**src/rtl/pulse_pacer.sv**
```systemverilog
// Paces event strobes into single-cycle pulses spaced at least GAP clk_in cycles apart,
// keeping a saturating backlog count and a sticky flag for dropped events.
module pulse_pacer #(
    parameter int unsigned GAP       = 4,
    parameter int unsigned CNT_W     = 4,
    parameter int unsigned EDGE_MODE = 0
) (
    input  logic             clk_in,
    input  logic             rst_in_n,
    input  logic             event_in,
    input  logic             clear,
    output logic             pulse_out,
    output logic [CNT_W-1:0] pending,
    output logic             overflow,
    output logic             busy
);

    localparam logic [CNT_W-1:0] MAX_PEND = '1;
    localparam logic [CNT_W-1:0] ONE      = CNT_W'(1);
    localparam logic [7:0]       GAP_LOAD = 8'(GAP - 1);

    logic [7:0] gap_cnt;
    logic       ev_d;
    logic       ev;
    logic       emit;
    logic       full;
    logic       acc;
    logic       drop;

    always_comb begin
        ev   = (EDGE_MODE != 0) ? (event_in & ~ev_d) : event_in;
        emit = (gap_cnt == 8'd0) & ((pending != '0) | ev) & ~clear;
        full = (pending == MAX_PEND);
        // A full backlog still takes an event when a pulse leaves in the same cycle.
        acc  = ev & ~clear & ~(full & ~emit);
        drop = ev & ~clear & full & ~emit;
        busy = (pending != '0) | (gap_cnt != 8'd0) | pulse_out;
    end

    always_ff @(posedge clk_in or negedge rst_in_n) begin
        if (!rst_in_n) begin
            ev_d      <= 1'b0;
            pulse_out <= 1'b0;
            gap_cnt   <= 8'd0;
            pending   <= '0;
            overflow  <= 1'b0;
        end else begin
            ev_d      <= event_in;
            pulse_out <= emit;
            if (emit) begin
                gap_cnt <= GAP_LOAD;
            end else if (gap_cnt != 8'd0) begin
                gap_cnt <= gap_cnt - 8'd1;
            end
            // clear leaves gap_cnt alone so pulse spacing survives it.
            if (clear) begin
                pending  <= '0;
                overflow <= 1'b0;
            end else begin
                if (acc && !emit) begin
                    pending <= pending + ONE;
                end else if (!acc && emit) begin
                    pending <= pending - ONE;
                end
                if (drop) begin
                    overflow <= 1'b1;
                end
            end
        end
    end

endmodule

```
**config.mk**
```make
export PLATFORM = sky130hd
export DESIGN_NAME = pulse_pacer
export DESIGN_NICKNAME = d
export VERILOG_FILES = /design/src/rtl/pulse_pacer.sv
export SDC_FILE = /design/constraint.sdc
export NUM_CORES = 1
export LEC_CHECK = 0
export BUFFER_PORTS_ARGS = -buffer_cell sky130_fd_sc_hd__buf_4
export CELL_PAD_IN_SITES_DETAIL_PLACEMENT = 0
export CELL_PAD_IN_SITES_GLOBAL_PLACEMENT = 1
export CORE_MARGIN = 4
export CORE_UTILIZATION = 43
export CTS_CLUSTER_SIZE = 16
export DETAILED_ROUTE_END_ITERATION = 8
export HOLD_SLACK_MARGIN = 0.02
export PLACE_DENSITY_LB_ADDON = 0.12
export RECOVER_POWER = 100
export SYNTH_ARGS = -nofsm -noshare
export SYNTH_HDL_FRONTEND = slang
export SYNTH_SLANG_ARGS = --single-unit
```
**constraint.sdc**
```tcl
create_clock -name clk_in -period 2.7 [get_ports clk_in]
set_input_delay 0.405 -clock clk_in [delete_from_list [all_inputs] [get_ports clk_in]]
set_output_delay 0.405 -clock clk_in [all_outputs]
set_load 0.01 [all_outputs]
```
---- After elaboration in Yosys (flattened, before gate mapping) ----
Index checks and enable logic that the tools add are counted.
operators by class
  add/subtract/negate cells ............... 3
  equal/unequal tests ..................... 1
  mux-type cells .......................... 7
  bitwise operators ....................... 13
  reduce and logical (&&, ||, !) cells .... 10
operators with widths
  operator                                                             number
  8-bit two-way mux                                                    2
  4-bit two-way mux                                                    3
  8-bit zero test                                                      1
  8-bit nonzero test                                                   1
  8-bit by 1-bit subtractor with 8-bit output (second input constant)  1
  1-bit bitwise AND                                                    7
  4-bit by 1-bit adder with 4-bit output (second input constant)       1
  4-bit equality test (second input constant)                          1
  2-bit nonzero test                                                   2
  4-bit nonzero test                                                   1
  4-bit by 1-bit subtractor with 4-bit output (second input constant)  1
  1-bit inverter                                                       3
  1-bit bitwise OR                                                     3
  3-bit nonzero test                                                   1
  1-bit logical AND                                                    2
  1-bit zero test                                                      2
  1-bit two-way mux                                                    2
storage, ports and cells
  register bits after elaboration ......... 14
  input bits .............................. 4
  output and inout bits ................... 7
  logic and storage cells ................. 38

---- Depth between registers and ports, before layout ----
  depth after elaboration ................. 13
  gate-level depth with buffers ........... 10
  mapped depth without buffers ............ 10

---- Worst setup path after synthesis ----
Ideal clock, no wire load.
  path kind ............................... register to register
  start ................................... reg gap_cnt[0]
  end ..................................... reg pending[3]
  setup time .............................. 0.104 ns
  arrival time ............................ 2.283 ns
  data required time ...................... 2.596 ns
  setup slack ............................. 0.313 ns
  cell stages (with the launch flop) ...... 11
  path buffers ............................ 0
  period minus slack after synthesis ...... 2.387 ns
  path through ............................ dfrtp_1 > inv_1 > ha_1 > nor3b_1 > nand2_1 > nand4b_1 > ha_1 > a21o_2 > a2111oi_0 > mux2i_1 > o311ai_1
between the ends
  word-level cells in the longest chain between the ends .. 10
  elaborated cells on any way between the ends .. 14
  those cells by class .................... mux (2); bitwise (6); reduce/logical (6)
ends and longest elaborated chain
  what                                                     line    source
  from (decl)                                              22      logic [7:0] gap_cnt;
  from (signal assigned)                                   53      gap_cnt <= gap_cnt - 8'd1;
  8-bit zero test (*)                                      32      emit = (gap_cnt == 8'd0) & ((pending != '0) | ev) & ~clear;
  1-bit bitwise AND (*) (2 in a row)                       32
  1-bit inverter                                           35      acc = ev & ~clear & ~(full & ~emit);
  1-bit bitwise AND                                        35
  1-bit inverter                                           35
  1-bit bitwise AND                                        35
  1-bit logical AND or 1-bit zero test (tied branches)     60, 62
  4-bit two-way mux or 1-bit logical AND (tied branches)   60, 62
  4-bit two-way mux or 3-bit nonzero test (tied branches)  -
  to (signal assigned)                                     61      pending <= pending + ONE;
  to (signal assigned)                                     63      pending <= pending - ONE;
  to (decl)                                                13      output logic [CNT_W-1:0] pending,
Every way passes the cells marked *; elsewhere a longest branch is shown, timed or not.
A chain may end at the register's enable or synchronous reset.

---- Worst setup path after layout ----
Ends and elaborated chain as after synthesis.

==> metrics.md <==
| Metric | Value |
|---|---|
| Fin area | `953 µm²` |
| Synth Area in Simple Gates | `22.7%` |
| Total Routed Length | `1600 µm` |
| Most frequent cells after synthesis | `14 x dfrtp_1, 7 x nor2_1, 6 x inv_1, 4 x ha_1, 4 x nand2_1` |
| Gr usage total | `14.2%` |
| Worst VDD drop | `0.440 mV` |
| Vias post-DR | `617` |
| CP most frequent cell | `ha_1` |
| Area share of the largest cell type after synthesis | `41.3%` |
| EDFF count, synth | `0` |
| CP bufs+invs | `1` |
| Max Fclk | `422 MHz` |
| Avg WL per Cell | `13.7 µm` |
| Initial DRT Pass Iterations | `2` |
| P_leak | `0.410 nW` |
| Slew Viols, Final | `0` |
| Avg Inst Size Synth | `10.9 µm²` |
| Crit-path max FO | `4` |
| Port-buffer cells | `10` |
| Max Cap Viol | `0` |
| CTS tree | `built` |
| GRT overflow | `0` |
| # setup viols final | `0` |
| Crit path DAT | `2.56 ns` |
| First-pass GRT wire length | `2890 µm` |
| Relative slew slack | `48.0%` |
| Post-route ant nets | `0` |
| Largest net degree at the start of global routing | `15` |
| Share of layout cells above drive strength 1 | `18.5%` |
| Final Critical Period | `2.37 ns` |
| Unrepaired setup endpoints after global routing | `false` |
| Adder-cell area share of the yosys netlist | `8.26%` |
| Worst reg2reg path startpoint | `gap_cnt[0]` |
| Delay-heaviest family, CP | `compound AO/OA/AOI/OAI gates` |
| Outcome | `finished clean` |
| Main combinational cell family by area after synthesis | `simple AND/OR/NAND/NOR gates` |
| Critical-path cell list | `inv_1 -> ha_1 -> nor3b_2 -> nand2_1 -> nand4b_1 -> ha_1 -> a21o_2 -> a2111oi_0 -> mux2i_1 -> o311ai_1` |
| Core area | `1800 µm²` |
| Total power | `789 µW` |
| # DRC | `0` |
| Setup crit start | `gap_cnt[0]` |
| Startpoint types | `register` |
| Main flop type after synthesis | `dfrtp_1` |
| Die Footprint | `2750 µm²` |
| CTS Sinks | `14` |
| Max stage delay cell, worst path | `dfrtp_1` |
| Ys Warns | `0` |
| RD Place Congestion | `0.734` |
| Critical Path Sink Type | `register` |
| Synth top area cells | `dfrtp_1 41%, ha_1 5.9%, mux2_2 4.0%, nor2_1 3.1%, xor2_1 3.1%` |
| Cts bufs inserted | `3` |
| Area grow syn2layout | `12.4%` |
| CTS H-tree depth | `1` |
| Seq. cell area | `350 µm²` |
| Placed cell area | `953 µm²` |
| Hold wc startpoint | `clear` |
| Cell with the most instances after synthesis | `dfrtp_1` |
| Clock Tree Root | `clkbuf_4` |
| Initial Util | `47.1%` |
| Post-synthesis sequential area ratio | `41.3%` |
| Max stage delay on crit path | `0.41 ns` |
| PwrDens | `827 nW/µm²` |
| Synth cell types | `36` |
| Net Count, Synth | `87` |
| Post-Synthesis Cells | `78` |
| Final hold vios | `0` |
| Post-layout nets | `102` |
| Area leader, netlist | `dfrtp_1` |
| Fill count | `197` |
| Dpl cells | `112` |
| Area of the multi-input gates | `450 µm²` |
| Initial antenna violation count | `0` |
| Site row count | `15` |
| Die H | `52.4 µm` |
| Slew @ Worst Pin | `0.781 ns` |
| #FFs+latches synth | `14` |
| Mapped Area | `848 µm²` |
| Post-synthesis compound-gate area fraction | `12.5%` |
| Hold WC Path Type | `input pin to register` |
| Number of DRC markers in iteration 0 | `2` |
| Clk buf depth | `2` |
| HPWL Detailed | `1190 µm` |
| Post-Synth XOR/XNOR Area | `5.16%` |
| R2R setup slack | `0.33 ns` |
| IO Count | `11` |
| Setup tns final | `0 ns` |
| Finished Layout Cells | `117` |
| Critical path class | `register to register` |
| Vias in the first global route | `602` |
| Chip Width | `52.4 µm` |
| Post-place setup slack | `0.120 ns` |
| Antenna Diode Count | `0` |
| Setup WS post-layout | `0.329 ns` |
| Clock Latency Late Sink | `0.28 ns` |
| Mux share of post-synthesis cell area | `6.34%` |
| Critical Path RT | `2.88 ns` |
| Tcrit/Tclk final | `87.8%` |
| Detailed-route vias per instance | `5.27` |
| Reg clk slew, reported paths | `0.09 ns` |
| Skew final | `0.000794 ns` |
| Post-synthesis async set-or-reset flop share | `100%` |
logic make-up (layout without fill, tap and decap cells):
family	after synthesis	count (layout)
AOI/OAI and AO/OA	12	12
xor gates and xnor gates	5	5
adders and majority gates	5	5
buffers and inverters	8	22
DFF	14	14
muxes	5	5
and+or+nand+nor	29	29
path summary, 6_finish.rpt:
| check | to | cells past startpoint |
|---|---|---|
| min in group asynchronous | gap_cnt[4] | 2 |
| hold / removal | overflow | 2 |
| max in group asynchronous | pending[0] | 2 |
| hold reg to reg | gap_cnt[0] | 1 |
| setup / recovery | pending[3] | 10 |
| setup reg to reg | pending[3] | 10 |
sequential cells by signal, summed over array words and instances, names as in the netlist:
| name | cells |
|---|---|
| pulse_out | 1 |
| gap_cnt | 8 |
| overflow | 1 |
| pending | 4 |
routing by layer:
| metal | vias to the layer above | share of wire [%] | track usage (%) |
|---|---|---|---|
| met2 | 11 | 42 | 19.2 |
| met5 | - | 0 | 0 |
| met4 | 0 | 0 | 1.28 |
| li1 | 307 | - | - |
| met3 | 0 | 3.7 | 6.27 |
| met1 | 299 | 54 | 21.3 |
cell usage in the layout (no fill, tap or decap), drive strengths merged, types with 3 or more instances in the layout:
cell    instances
nor2            7
inv             6
dfrtp          14
a21oi           3
nand2           4
xor2            3
buf             3
mux2            3
clkbuf         12
ha              4
power by group:
| group | internal (mW) | switching, mW | total [mW] |
|---|---|---|---|
| logic | 0.132 | 0.126 | 0.259 |
| clock network | 0.0820 | 0.0692 | 0.151 |
| registers | 0.283 | 0.0955 | 0.379 |
layout make-up:
cell class                      count  share of cell area, %
Clock buffer                        4                   3.81
Inverter                            6                   2.36
Multi-Input combinational cell     56                   47.2
Sequential cell                    14                   36.7
Tap cell                           25                   3.28
Timing Repair Buffer               12                   6.56
what timing repair did:
item,CTS,global route
endpoints found under the setup margin,0,2
hold buffers,1,0
gates resized for setup,0,1
buffers inserted,0,0
endpoints found under the hold margin,14,0
metrics by stage:
step | hold slack [ns] | util (%)
floorplan | 0.109 | -
global placement | 0.265 | 52.9
detailed placement | 0.269 | 52.9
CTS | 0.360 | 55.5
global route | 0.355 | 52.9
finish | 0.372 | 52.9
Note: power is estimated with default switching activity, not from simulation.
